### src/rtl/multicycle_ctrl.sv
// Five-state control FSM and instruction decoder for the multicycle RV32I core.
// Define MULTICYCLE_MEM_WAIT_EN to add dReady and let MEM stall for LW/SW.
module multicycle_ctrl (
  input  logic        clk,
  input  logic        rst,
  input  logic [31:0] instr,
  input  logic        Zero,
`ifdef MULTICYCLE_MEM_WAIT_EN
  input  logic        dReady,
`endif
  output logic [2:0]  fsm_state,
  output logic        ALUSrc,
  output logic [3:0]  ALUCtrl,
  output logic        MemRead,
  output logic        MemWrite,
  output logic        MemToReg,
  output logic        RegWrite,
  output logic        loadPC,
  output logic        PCSrc,
  output logic        illegal_instr
);

  typedef enum logic [2:0] {
    S_IF  = 3'b000,
    S_ID  = 3'b001,
    S_EX  = 3'b010,
    S_MEM = 3'b011,
    S_WB  = 3'b100
  } state_e;

  localparam logic [3:0] ALU_AND = 4'b0000;
  localparam logic [3:0] ALU_OR  = 4'b0001;
  localparam logic [3:0] ALU_ADD = 4'b0010;
  localparam logic [3:0] ALU_XOR = 4'b0101;
  localparam logic [3:0] ALU_SUB = 4'b0110;
  localparam logic [3:0] ALU_SLT = 4'b0111;
  localparam logic [3:0] ALU_SRL = 4'b1000;
  localparam logic [3:0] ALU_SLL = 4'b1001;
  localparam logic [3:0] ALU_SRA = 4'b1010;

  localparam logic [6:0] OP_R  = 7'b0110011;
  localparam logic [6:0] OP_I  = 7'b0010011;
  localparam logic [6:0] OP_LW = 7'b0000011;
  localparam logic [6:0] OP_SW = 7'b0100011;
  localparam logic [6:0] OP_BR = 7'b1100011;

  state_e state_q, state_d;
  logic   br_q, br_d;

  logic [6:0] opc;
  logic [2:0] f3;
  logic       alt;
  logic       unused_instr;

  assign opc = instr[6:0];
  assign f3  = instr[14:12];
  assign alt = instr[30];
  assign unused_instr = ^{instr[31], instr[29:15], instr[11:7]};

  logic       dec_src, dec_m2r, dec_wb, dec_ill;
  logic       is_lw, is_sw, is_beq;
  logic [3:0] dec_alu;
  logic       arith, arith_ill, rtype;
  logic [3:0] arith_alu;

  // Shared R/I arithmetic decode; funct7[5] only matters for R-type and SRAI.
  always_comb begin
    rtype     = (opc == OP_R);
    arith_ill = 1'b0;
    arith_alu = ALU_ADD;
    unique case (f3)
      3'b000: arith_alu = (rtype && alt) ? ALU_SUB : ALU_ADD;
      3'b001: arith_alu = ALU_SLL;
      3'b010: arith_alu = ALU_SLT;
      3'b011: arith_ill = 1'b1;
      3'b100: arith_alu = ALU_XOR;
      3'b101: arith_alu = alt ? ALU_SRA : ALU_SRL;
      3'b110: arith_alu = ALU_OR;
      3'b111: arith_alu = ALU_AND;
      default: arith_ill = 1'b1;
    endcase
    if (rtype && alt && f3 != 3'b000 && f3 != 3'b101)
      arith_ill = 1'b1;
  end

  always_comb begin
    dec_src = 1'b0;
    dec_m2r = 1'b0;
    dec_wb  = 1'b0;
    dec_ill = 1'b0;
    dec_alu = ALU_ADD;
    is_lw   = 1'b0;
    is_sw   = 1'b0;
    is_beq  = 1'b0;
    arith   = (opc == OP_R) || (opc == OP_I);
    unique case (1'b1)
      arith: begin
        if (arith_ill) begin
          dec_ill = 1'b1;
        end else begin
          dec_src = (opc == OP_I);
          dec_alu = arith_alu;
          dec_wb  = 1'b1;
        end
      end
      opc == OP_LW: begin
        dec_src = 1'b1;
        dec_m2r = 1'b1;
        dec_wb  = 1'b1;
        is_lw   = 1'b1;
      end
      opc == OP_SW: begin
        dec_src = 1'b1;
        is_sw   = 1'b1;
      end
      opc == OP_BR && f3 == 3'b000: begin
        dec_alu = ALU_SUB;
        is_beq  = 1'b1;
      end
      default: dec_ill = 1'b1;
    endcase
  end

  always_comb begin
    state_d       = S_IF;
    br_d          = br_q;
    ALUSrc        = 1'b0;
    ALUCtrl       = ALU_ADD;
    MemRead       = 1'b0;
    MemWrite      = 1'b0;
    MemToReg      = 1'b0;
    RegWrite      = 1'b0;
    loadPC        = 1'b0;
    PCSrc         = 1'b0;
    illegal_instr = 1'b0;
    if (state_q inside {S_ID, S_EX, S_MEM, S_WB}) begin
      ALUSrc   = dec_src;
      ALUCtrl  = dec_alu;
      MemToReg = dec_m2r;
    end
    case (state_q)
      S_IF: state_d = S_ID;
      S_ID: state_d = S_EX;
      S_EX: begin
        state_d = S_MEM;
        br_d    = is_beq & Zero;
      end
      S_MEM: begin
        MemRead  = is_lw;
        MemWrite = is_sw;
        state_d  = S_WB;
`ifdef MULTICYCLE_MEM_WAIT_EN
        if ((is_lw || is_sw) && !dReady)
          state_d = S_MEM;
`endif
      end
      S_WB: begin
        RegWrite      = dec_wb;
        loadPC        = 1'b1;
        PCSrc         = br_q;
        illegal_instr = dec_ill;
        br_d          = 1'b0;
      end
      default: br_d = 1'b0;
    endcase
    // Reset kills every strobe at once so an aborted instruction has no effect.
    if (rst) begin
      ALUSrc        = 1'b0;
      ALUCtrl       = 4'b0000;
      MemRead       = 1'b0;
      MemWrite      = 1'b0;
      MemToReg      = 1'b0;
      RegWrite      = 1'b0;
      loadPC        = 1'b0;
      PCSrc         = 1'b0;
      illegal_instr = 1'b0;
    end
  end

  always_ff @(posedge clk) begin
    if (rst) begin
      state_q <= S_IF;
      br_q    <= 1'b0;
    end else begin
      state_q <= state_d;
      br_q    <= br_d;
    end
  end

  assign fsm_state = state_q;

endmodule

### config.mk
export PLATFORM = sky130hd
export DESIGN_NAME = multicycle_ctrl
export DESIGN_NICKNAME = d
export VERILOG_FILES = /design/src/rtl/multicycle_ctrl.sv
export SDC_FILE = /design/constraint.sdc
export NUM_CORES = 1
export LEC_CHECK = 0
export ABC_AREA = 1
export BUFFER_PORTS_ARGS = -buffer_cell sky130_fd_sc_hd__buf_2
export CAP_MARGIN = 25
export CORE_UTILIZATION = 34
export DETAILED_ROUTE_END_ITERATION = 6
export PLACE_DENSITY = 0.82
export REMOVE_ABC_BUFFERS = 1
export SYNTH_ARGS = -nofsm -noshare
export SYNTH_HDL_FRONTEND = slang
export SYNTH_SLANG_ARGS = --single-unit
### constraint.sdc
create_clock -name clk -period 1.39 [get_ports clk]
set_clock_uncertainty 0.15 [all_clocks]
set_input_delay 0.139 -clock clk [delete_from_list [all_inputs] [get_ports clk]]
set_output_delay 0.139 -clock clk [all_outputs]
set_load 0.03 [all_outputs]
Yosys cells after proc, flatten, opt, wreduce, memory -nomap -nowiden
Cells that the tools add are included. Widths: inputs -> output; s select.

Register bits after elaboration: 4. Bits of input ports: 35. Output and inout port bits: 15. Word-level logic and storage cells: 68.

Eq/ne operators: 17. Muxes and demuxes: 36. Bitwise logic cells: 1. Reduce and logical (&&, ||, !) cells: 12.

Operators by type and width (count): $pmux 4 s7 (1); $mux 1 (24); $eq 3x3->1 const B (5); $eq 7x6->1 const B (2); $eq 3x2->1 const B (4); $mux 4 (3); $pmux 3 s4 (1); $pmux 1 s2 (4); $pmux 4 s2 (1); $eq 7x2->1 const B (1); $eq 7x5->1 const B (1); $eq 7x7->1 const B (1); $eq 3x1->1 const B (2); $logic_not 3->1 (2); $reduce_or 3->1 (2); $logic_and 1x1->1 (4); $reduce_bool 4->1 (1); $mux 3 (1); $ne 3x3->1 const B (1); $reduce_bool 3->1 (1); $mux 2 (1); $reduce_or 2->1 (1); $and 1x1->1 (1); $logic_or 1x1->1 (1).

Longest topological paths before layout
Gate-level depths: netlist (run 1).

Depth after elaboration: 9. Depth in mapped cells: 9. Depth with buffers taken out: 9.

Least setup slack after synthesis (run 1)
OpenSTA, ideal clock, no wires.

Path kind: register to output. From: register state_q[0] (netlist: fsm_state[0]). To: output port MemWrite. Arrival: 1776 ps. Required time: 1101 ps. Slack: -675 ps. Cell stages (with the launch flop): 5. Buffers on the path: 0. Path through: dfxtp_1 -> nand2_1 -> inv_1 -> nand2_1 -> nor4_1.

Word-level cells in the longest chain between the ends: 3.

Ends and longest elaborated chain: start: declaration (RTL line 47) `state_e state_q, state_d;`; start signal: assignment (RTL line 185) `state_q <= state_d;`; $eq 3x2->1 (RTL line 141) `case (state_q)`; $mux 1 (RTL line 141); $mux 1 (RTL line 167) `if (rst) begin`; end: declaration (RTL line 15) `output logic MemWrite,`.

No other way between the ends.

Worst setup path after layout (run 1)
Ends and elaborated chain as after synthesis.

==> results.md, run 1 <==
- The post-route netlist has between 60 and 70% of its cells at a drive strength greater than 1.
- Measured against its own limit, the worst slew margin works out to between 80% and 90%.
- The clock transition at the registers of the reported paths is 0.04 ns.
- Global routing consumed, over all layers together, 20.8% of the routing resources.
- The top achievable clock speed is ~600 MHz.
- Setup violations remaining at the end of the flow were counted as 12.
- The endpoint kind of the worst setup timing path is a primary output.
- The worst-case IR drop observed on VDD is 0.000505 V.
- Along the worst path, the maximum fanout reaches 4.
- The total die area is around 1600 sq um.
- The power density of the placed cells is a little over 500 nW/um^2.
- The post-place setup slack is -0.128 ns.
- Final hold analysis gives a worst-case slack of about 0.044 ns.
- During synthesis, Yosys emitted a total of 0 warnings.
- Input and output buffers added on the ports amount to 28.
- At the worst endpoint, the required time is 1.10 ns.
- The cell area that synthesis handed to floorplanning was 480 sq um.
- After synthesis, flip-flops and latches occupy 16.7% of the total area.
- The tool flagged a number of max-cap violations equal to 0.
- Clock tree synthesis inserted a total of 3 buffers.
- In the routed design, unresolved DRC markers number 0.
- From synthesis to final layout, the design area changed by 78.1%.
- After the last flow step, the layout net total stands at roughly 160.
- The register-to-register setup slack is 0.13 ns.
- The transition at the pin with the smallest max-transition slack is roughly 0.21 ns.
- After detailed routing, the total wire length is around 1400 microns.
- The distinct cell type count of the synthesized netlist is 21.
- The routed layout has 659 vias.
- TritonCTS built the clock tree.
- After detailed routing, the average wire length per cell comes to 9.97 microns.
- The run finished, with violations left.
- The first-pass GRT wire length is about 2200 microns.
- For this run, the detailed router's first-pass iteration total came to 4.
- Counting I/O delays and the setup requirement, the final critical path takes around 1.7 ns.
- The root buffer selected by CTS is clkbuf_4.
- The worst-case clock buffer depth is 2.
- The core region is about 1300 sq um.
- After legalization and detailed placement, the total HPWL measured ~1100 microns.
- The antenna cell count is 0.
- Of the available clock period, the critical path in the final layout requires 119%.
- The largest net degree at the start of global routing is 7.
- The library cell used most frequently in the layout, excluding fill and tap cells, is buf_4.
- The number of placement rows is 13.
- The I/O pin count is 50.
- The type of origin of the critical path is a flop.
- The initial antenna violation count is 0.
- Across all setup checks in the final design, the least slack found is -0.269 ns.
- Setup repair after global routing could not meet its margin everywhere.
- Leaving out fill and tap cells, the most frequent cells in the layout are buf_4 (18), buf_2 (16), nand2_1 (12), inv_1 (12), nor2_1 (9).
- The DRC marker count from the first detailed-route iteration is 12.
- The placer congestion estimate is 0.743.
- Once the floorplan was initialized, standard cells occupied a little under two fifths of the core.
- The worst hold path terminates at br_q.
- The worst reg2reg path depth is 5.
- Counting flops and latches in the post-synthesis netlist gives 4.
- The number of failing hold endpoints at the final stage is 0.
- Clock tree synthesis found a total of 4 sinks.
- The maximum level of the CTS H-tree is 1.
- The endpoint identified for the worst register-to-register timing path is br_q.
- The post-synthesis instance total is 80.
- In this run the remaining antenna-violating nets after routing total 0.
- The number of global-route vias before repair came to a little under 600.
- Data arrives at the worst endpoint at 1.37 ns.
- For the worst-skew pair, the clock arrives at the later sink with an insertion delay of ~0.24 ns.
- The worst min-delay path startpoint is Zero.
- The via count normalized by instance count is 4.74.
- The type of the most critical hold path is in2reg.
- The critical path is of the reg2out type.
- The die width is 39.6 microns.
- The total overflow left after global routing is 0.
- The chip height is around 40 microns.
- The startpoint of the most critical register-to-register path is fsm_state[2].
- Counting instances, the worst hold path has a depth of 3.
- After clock tree synthesis, the flow added hold-fix buffers numbering 0.
- The count of pins over their slew limit was 0.
- In this run the mean area of a mapped cell was approximately 6.0 sq um.
- The leakage power is approximately 0.42 nW.
- The checks that failed: negative setup slack.
[cells in the mapped netlist]
cell,count,share of area (%)
inv_1,13,10
nand2_1,12,9.4
nor2_1,12,9.4
nand2_2,5,6.5
nand3_1,5,5.2
nor2_2,5,6.5
dfxtp_1,4,17
inv_2,3,2.3
nor2_4,3,7.0
nor3_1,3,3.1
a21oi_2,2,3.6
nand3_2,2,4.2
nor3_2,2,4.2
o21ai_0,2,2.1
a21oi_1,1,1.0
clkinv_1,1,0.78
nand4_1,1,1.3
nor4_1,1,1.3
o211ai_1,1,1.6
o21ai_2,1,1.8
o32ai_1,1,1.8
[worst max path at each step]
| stage | start | endpoint | slack (ns) | cells past startpoint |
|---|---|---|---|---|
| after CTS | fsm_state[2] | ALUSrc | -0.30 | 7 |
| after detailed placement | fsm_state[2] | ALUSrc | -0.13 | 7 |
| after global routing | fsm_state[0] | MemWrite | -0.34 | 6 |
| after global placement | fsm_state[2] | ALUSrc | -0.09 | 7 |
| after floorplan | fsm_state[0] | MemWrite | -0.67 | 4 |
| final | fsm_state[0] | MemWrite | -0.27 | 6 |
[cell type report]
type	count	area, sq um
inverter	17	65.1
sequential	4	83.8
fill	118	445
clock buffer	3	22.5
multi-input combinational	59	372
tap	15	18.8
timing repair buffer	41	294
[layer usage]
metal | up-vias | global-route usage [%] | wire, microns
met4 | 0 | 10.3 | 0
met2 | 30 | 42.6 | 788
met3 | 0 | 3.41 | 74
met1 | 286 | 18.6 | 524
met5 | - | 0 | 0
li1 | 343 | - | -
[power by group]
part           internal (mW)  switching [mW]
registers              0.123         0.00804
clock network         0.0966          0.0474
logic                 0.0647          0.0971
total                  0.284           0.153
[timing repair]
action | 4_1_cts | 5_1_grt
setup endpoints to repair | 12 | 12
pin swaps | 6 | 5
cloned | 0 | 0
gates resized for setup | 25 | 7
buffers inserted | 1 | 2
[kinds of logic after synthesis]
kind of cell,count (synthesis),synth area share [%]
DFF,4,16.7
AOI/OAI and AO/OA,8,12.0
buffers and inverters,17,13.3
and+or+nand+nor,51,58.1
[state kept, by name, summed over array words and instances, names as in the netlist]
name       flops
br_q           1
fsm_state      3
[stage by stage]
stage	cells	utilization, %	cell area, sq um	power, mW	TNS, ns
final	139	65.8	856	0.437	-2.49
after global routing	139	65.8	856	0.468	-3.44
after CTS	137	62.3	811	0.434	-2.83
after detailed placement	133	54.9	714	0.276	-0.753
after global placement	133	54.9	714	0.272	-0.504
after floorplan	80	-	480	0.213	-3.80
[worst max-delay path, cell delays in order, from the launching register on]
cell,delay [ns]
dfxtp_2,0.36
buf_4,0.13
nand2_1,0.06
inv_1,0.07
nand2_1,0.08
nor4_2,0.23
buf_4,0.20
Note: power is estimated with default switching activity, not from simulation.
==> run 2, diff against run 1 <==
- ABC_AREA: 1 -> 0
==> results.md, run 2 <==
- The fraction of the mapped netlist area in simple logic gates was 41.5% (-17 points).
- The most frequent cell after synthesis is nor3_1.
- The area fraction in compound gates after synthesis is 19.3% (+7.3 points).
- The setup violation total in the final timing report came to 13 (+1).
- The count of yosys warnings during synthesis is 0 (unchanged).
- The layout overhead on the synthesized area is 90.9%.
- The final reports fail on negative setup slack.
- The relative slew slack came to 78.8% (-6.8 points).
- The main combinational cell family by area after synthesis is simple AND/OR/NAND/NOR gates.
- The largest stage delay on the critical path is 0.54 ns (+0.18 ns).
- The post-synthesis instance area was 479 sq um (-0.26%).
- The CTS sink count is 4 (unchanged).
- The flip-flop count of the largest register, all copies and words added is 3 (unchanged).
- The cell at the slowest stage of the critical path is or4_4.
- The number of routed nets with antenna violations is 0 (unchanged).
- The source-to-sink clock delay at the later pin of the worst-skew pair was 0.24 ns (about the same).
- The multiplexer share of the synthesized area is 4.70% (+4.7 points).
- The leading area contributor after synthesis is dfxtp_1.
- The worst setup path is captured at a primary output.
- The root buffer selected by CTS is clkbuf_4.
- The required time reported for the critical path endpoint is 1.10 ns (about the same).
- Tracing the worst setup path back leads to its startpoint at fsm_state[0].
- The minimum hold slack is 0.0900 ns (+0.0463 ns).
- The chip height is 39.5 microns (-0.13%).
- The arithmetic-cell share of the synthesized area counting full adders, half adders and majority gates is 0% (unchanged).
- The total core area came to 1300 sq um (unchanged).
- The placer congestion estimate is 0.763 (+2.7%).
- The share of synthesized registers carrying an async set or reset is 0% (unchanged).
- The post-place setup slack is -0.444 ns (-0.316 ns).
- The DRC marker count from the first detailed-route iteration is 7 (-5).
- The met3 usage came to 3.41% (unchanged).
- Ranked by total cell area, the synthesized netlist is headed by dfxtp_1 (17%), nor3_1 (9.4%), buf_6 (7.0%).
- The number of global-route vias before repair was 615 (+5.9%).
- The type of the most critical hold path is in2reg.
- The sequential cell area came to 83.8 sq um (unchanged).
- The worst reg2reg path depth came to 5 (unchanged).
- The die width is 39.5 microns (-0.13%).
- The number of flip-flops and latches in the synthesized netlist came to 4 (unchanged).
- The clock tree from TritonCTS is yes.
- The total die area is 1560 sq um (-0.25%).
- The startpoint identified for the worst hold timing path is rst.
- The met1 routing resource usage after global routing is 23.8% (+5.2 points).
- After global routing, the most crowded layer is met2.
- The I/O pin count is 50 (unchanged).
- The run finished, with violations left.
- The xor/xnor share of the synthesized area is 7.31% (+7.3 points).
- Setup repair after global routing could not meet its margin everywhere.
- The length of the first detailed-routing pass in iterations is 4 (unchanged).
- The overall routing resource usage is 23.9% (+3.1 points).
- The initial antenna violation count was 0 (unchanged).
- The maximum fanout along the worst path is 4 (unchanged).
- The number of port buffers is 28 (unchanged).
- The first-pass GRT wire length is 2500 microns (+15%).
- The max-capacitance violation count was 0 (unchanged).
- The antenna cell count came to 0 (unchanged).
- The minimum period implied by the final worst setup slack is 1.97 ns (+0.310 ns).
- The remaining global-route overflow is 0 (unchanged).
- The final clock period utilization by the worst path is 142% (+22 points).
- The library cells used most frequently in the layout, excluding fill and tap cells, are buf_4 (31), buf_2 (15), nor2_1 (7).
- The final worst-path setup slack is -0.579 ns (-0.310 ns).
- The half-perimeter wire length after placement is 1130 microns (+6.1%).
- The count of flip-flops with a built-in enable after synthesis came to 0 (unchanged).
- The final-layout setup total negative slack was -5.13 ns (-2.63 ns).
- The transition at the pin with the smallest max-transition slack is 0.318 ns (+0.104 ns).
- The post-synthesis instance total is 65 (-19%).
- The critical path's top delay family is simple AND/OR/NAND/NOR gates.
- The critical path goes through nor2_4 -> xor2_2 -> or4_4 -> nor4_2 -> buf_4.
- The hold buffer count at CTS is 0 (unchanged).
- The net count reported at finish came to 151 (-6.2%).
- The final core area utilization is 70.3% (+4.5 points).
- The sum of buffers and inverters on the critical path came to 1 (-2).
- The via count is 683 (+3.6%).
- The distinct cell type count of the synthesized netlist is 33 (+57%).
- The maximum ir drop on the vdd rail is 0.000206 V (-59%).
- The most common cell after layout, fill and taps aside is buf_4.
- The top flip-flop cell by instance count after synthesis is dfxtp_1.
- The global routing usage on met2 is 48.4% (+5.7 points).
- The arrival time of data at the critical path endpoint was 1.68 ns (+0.31 ns).
- The area share of the largest cell type after synthesis is 16.7% (+0.044 points).
- The routed length per placed instance is 12.2 microns (+22%).
- The number of failing hold endpoints at the final stage is 0 (unchanged).
- The filler cell count in the final layout is 112 (-5.1%).
- The worst-case clock buffer depth was 2 (unchanged).
- The number of cells on the critical path is 5 (-1).
- STA classifies the critical path startpoint as a flop.
- The leakage power is 0.433 nW (+3.4%).
- The number of design rule violations left after detail routing came to 0 (unchanged).
- The area of the multi-input gates is 418 sq um (+12%).
- The startpoint of the most critical register-to-register path is fsm_state[0].
- The number of CTS-inserted buffers is 3 (unchanged).
- The initial core utilization came to 36.8% (-0.096 points).
- The worst hold path cell count is 3 (unchanged).
- The final wirelength is 1570 microns (+14%).
- The power density of the placed cells was 549 nW/um^2 (+7.6%).
- The critical path in this run is classified as reg2out.
- The via count normalized by instance count is 5.29 (+12%).
- The clock transition at the registers of the reported paths is 0.04 ns (about the same).
- The number of placement rows is 13 (unchanged).
- The fraction of the yosys area taken by sequential cells is 16.7% (+0.044 points).
- The maximum level of the CTS H-tree is 1 (unchanged).
- The largest net degree at the start of global routing is 12 (+5).
- The fraction of final layout cells sized beyond drive strength 1 was 63.2% (+1.1 points).
- The synthesized area per cell is 7.37 sq um (+23%).
- After synthesis, the most frequently instantiated cells are nor3_1 (9), nor2_1 (8), nand2_1 (5).
- The top achievable clock speed is 508 MHz (-16%).
- The count of pins over their slew limit is 0 (unchanged).
[run 2: stage by stage]
| step | instances | area (sq um) | total power [mW] |
|---|---|---|---|
| after floorplan | 60 | 437 | 0.214 |
| after global placement | 120 | 723 | 0.307 |
| after detailed placement | 120 | 723 | 0.313 |
| after CTS | 129 | 882 | 0.487 |
| after global routing | 129 | 915 | 0.530 |
| final | 129 | 915 | 0.502 |
[run 2: worst paths after layout]
path	end	slack [ns]
setup / recovery	ALUCtrl[3]	-0.58
hold / removal	fsm_state[2]	0.09
setup reg to reg	br_q	0.16
hold reg to reg	fsm_state[2]	0.43
[run 2: logic make-up after synthesis]
group / Yosys count
AOI/OAI and AO/OA: 13
xor gates and xnor gates: 4
buffers and inverters: 7
DFF: 4
muxes: 2
and+or+nand+nor: 35
[run 2: what timing repair did]
item,in CTS,in global routing
cloned,0,0
resized for setup,26,7
buffers inserted,7,0
pin swaps,8,1
endpoints found under the setup margin,12,13
[run 2: metal layers]
layer / vias to the layer above / part of all wire, %
li1: 335 / -
met1: 317 / 37
met2: 27 / 56
met3: 4 / 4.9
met4: 0 / 1.8
met5: - / 0
[run 2: report_power, final]
part | switching [mW] | internal [mW]
registers | 0.00803 | 0.124
clock network | 0.0574 | 0.0973
logic | 0.113 | 0.102
total | 0.178 | 0.324
[run 2: worst min-delay path, stage by stage]
cell    delay, ns
buf_2        0.09
buf_4        0.16
nor3_2       0.06
[run 2: final cells by class]
class / instances / area share [%]
inverter: 2 / 0.821
clock buffer: 3 / 2.46
tap: 15 / 2.05
multi-input combinational: 54 / 45.7
sequential: 4 / 9.17
timing repair buffer: 51 / 39.8
==> run 3, diff against run 2 <==
- clock period: 1.39 -> 2.1 ns (I/O delays scaled with it)
==> results.md, run 3 (same netlist as run 2, synthesis figures left out) <==
- The worst-case clock buffer depth is 2 (unchanged).
- The count of pins over their slew limit came to 0 (unchanged).
- In the layout the commonest cells are buf_2 (25), buf_4 (10), nor3_1 (9).
- The flip-flop count of the largest register, all copies and words added is 3 (unchanged).
- The chip height is 39.5 microns (unchanged).
- The setup violation total in the final timing report is 0 (-13).
- The transition at the pin with the smallest max-transition slack came to 0.389 ns (+0.0715 ns).
- The via count normalized by instance count came to 5.44 (+2.8%).
- The final-layout setup total negative slack is 0 ns (+5.13 ns).
- The number of port buffers is 28 (unchanged).
- The final wirelength is 1300 microns (-18%).
- The CTS sink count was 4 (unchanged).
- The post-place setup slack came to 0.0933 ns (+0.538 ns).
- The clock transition at the registers of the reported paths is 0.04 ns (about the same).
- For this run, the top clock speed supported by timing is about 500 MHz.
- The maximum level of the CTS H-tree is 1 (unchanged).
- The leakage power came to 0.336 nW (-22%).
- The largest net degree at the start of global routing was 12 (unchanged).
- The half-perimeter wire length after placement came to 982 microns (-13%).
- The antenna cell count is 0 (unchanged).
- The hold buffer count at CTS was 0 (unchanged).
- The remaining global-route overflow is 0 (unchanged).
- The initial antenna violation count is 0 (unchanged).
- The fraction of final layout cells sized beyond drive strength 1 came to 45.9% (-17 points).
- The number of global-route vias before repair is 510 (-17%).
- The number of design rule violations left after detail routing was 0 (unchanged).
- The path with the worst hold slack has its endpoint at br_q.
- The initial core utilization is 36.8% (unchanged).
- The number of routed nets with antenna violations came to 0 (unchanged).
- The maximum ir drop on the vdd rail is 0.000150 V (-27%).
- The type of origin of the critical path is a flop.
- The net count reported at finish came to 135 (-11%).
- The final critical path takes up between 90% and 100% of the cycle.
- The overall routing resource usage was 18.1% (-5.7 points).
- The worst hold path cell count came to 2 (-1).
- The number of CTS-inserted buffers was 3 (unchanged).
- The arrival time of data at the critical path endpoint is 1.65 ns (-0.03 ns).
- The layout overhead on the synthesized area is 44.9%.
- The total die area is 1560 sq um (unchanged).
- The register-to-register setup slack is 0.92 ns (+0.76 ns).
- The source-to-sink clock delay at the later pin of the worst-skew pair came to 0.24 ns (about the same).
- The minimum period implied by the final worst setup slack is between 2 and 2.5 ns.
- CTS placed an instance of clkbuf_4 at the clock tree root.
- The power density of the placed cells is 418 nW/um^2 (-24%).
- STA classifies the critical path endpoint as a primary output.
- The first-pass GRT wire length is 1930 microns (-23%).
- Setup repair after global routing left no endpoint under its margin.
- The number of post-CTS setup repair buffers is 0 (-7).
- The placer congestion estimate was 0.775 (+1.6%).
- The relative slew slack came to 74.0% (-4.8 points).
- The DRC marker count from the first detailed-route iteration is 16 (+9).
- The startpoint of the most critical register-to-register path is fsm_state[0].
- The required time reported for the critical path endpoint is 1.74 ns (+0.64 ns).
- The number of failing hold endpoints at the final stage is 0 (unchanged).
- The total core area is 1300 sq um (unchanged).
- TritonCTS built the clock tree.
- The maximum fanout along the worst path was 4 (unchanged).
- The run finished with clean final reports.
- The worst min-delay path startpoint is rst.
- The final worst-path setup slack is 0.0915 ns (+0.671 ns).
- The worst reg2reg path depth is 5 (unchanged).
- The I/O pin count is 50 (unchanged).
- The critical path class is reg2out.
- The via count is 615 (-10%).
- The length of the first detailed-routing pass in iterations is 4 (unchanged).
- The type of the most critical hold path is in2reg.
- The max-capacitance violation count is 0 (unchanged).
- Leaving out fill and tap cells, the most frequent cell in the layout is buf_2.
- In this run the critical register-to-register path is captured at br_q.
- The routed length per placed instance came to 11.5 microns (-6.1%).
- The die width is 39.5 microns (unchanged).
- The number of placement rows came to 13 (unchanged).
==> run 3: changes by cell type in the layout (fill, tap and decap cells not counted), moves of 3 or more <==
cell and change:
buf_4 -21, buf_2 +10, buf_6 -5, nor3_1 +4, nor3_2 -4, dfxtp_1 +3
dfxtp_2 -3
==> run 3: power by group <==
group	switching (mW)	leakage (nW)	total, mW	internal (mW)
registers	0.00233	0.0328	0.0836	0.0813
logic	0.0631	0.289	0.109	0.0463
clock network	0.0334	0.0138	0.0975	0.0641
total	0.0988	0.336	0.290	0.192
==> run 3: how the worst max path moves through the flow <==
| stage | endpoint | slack (ns) | cells after the start | start |
|---|---|---|---|---|
| final | ALUCtrl[0] | 0.09 | 5 | fsm_state[0] |
| after global routing | ALUCtrl[3] | 0.01 | 5 | fsm_state[0] |
| after CTS | ALUCtrl[3] | 0.008 | 5 | fsm_state[0] |
| after detailed placement | ALUCtrl[2] | 0.09 | 6 | instr[14] |
| after global placement | ALUCtrl[2] | 0.10 | 6 | instr[14] |
| after floorplan | illegal_instr | -0.78 | 3 | fsm_state[2] |
==> run 3: cell type report <==
| class | count | area (sq um) |
|---|---|---|
| clock buffer | 3 | 22.5 |
| fill | 159 | 607 |
| inverter | 2 | 7.51 |
| multi-input combinational | 54 | 365 |
| sequential | 4 | 80.1 |
| tap | 15 | 18.8 |
| timing repair buffer | 35 | 200 |
==> run 3: metrics by stage <==
stage / total power [mW] / util [%] / cells / hold slack, ns / area, sq um
after floorplan: 0.142 / - / 60 / 0.131 / 437
after global placement: 0.188 / 49.8 / 110 / 0.324 / 648
after detailed placement: 0.191 / 49.8 / 110 / 0.332 / 648
after CTS: 0.292 / 52.7 / 113 / 0.100 / 686
after global routing: 0.307 / 53.4 / 113 / 0.117 / 694
final: 0.290 / 53.4 / 113 / 0.105 / 694
==> run 3: metal layers <==
| layer | track usage, % | share of wire [%] | wire length [microns] |
|---|---|---|---|
| met1 | 19.8 | 41 | 535 |
| met2 | 34.4 | 53 | 682 |
| met3 | 1.70 | 5.1 | 66 |
| met4 | 7.76 | 0.77 | 10 |
| met5 | 0 | 0 | 0 |
==> run 3: what timing repair did <==
action	in CTS	in global routing
setup endpoints to repair	5	3
pin swaps	0	1
endpoints found under the hold margin	0	0
resized for setup	4	2
==> run 3: worst max-delay path, stage by stage (launching register included) <==
cell,delay [ns]
dfxtp_1,0.30
nor2_1,0.14
xor2_1,0.12
or4_4,0.47
nor3_1,0.20
buf_4,0.19
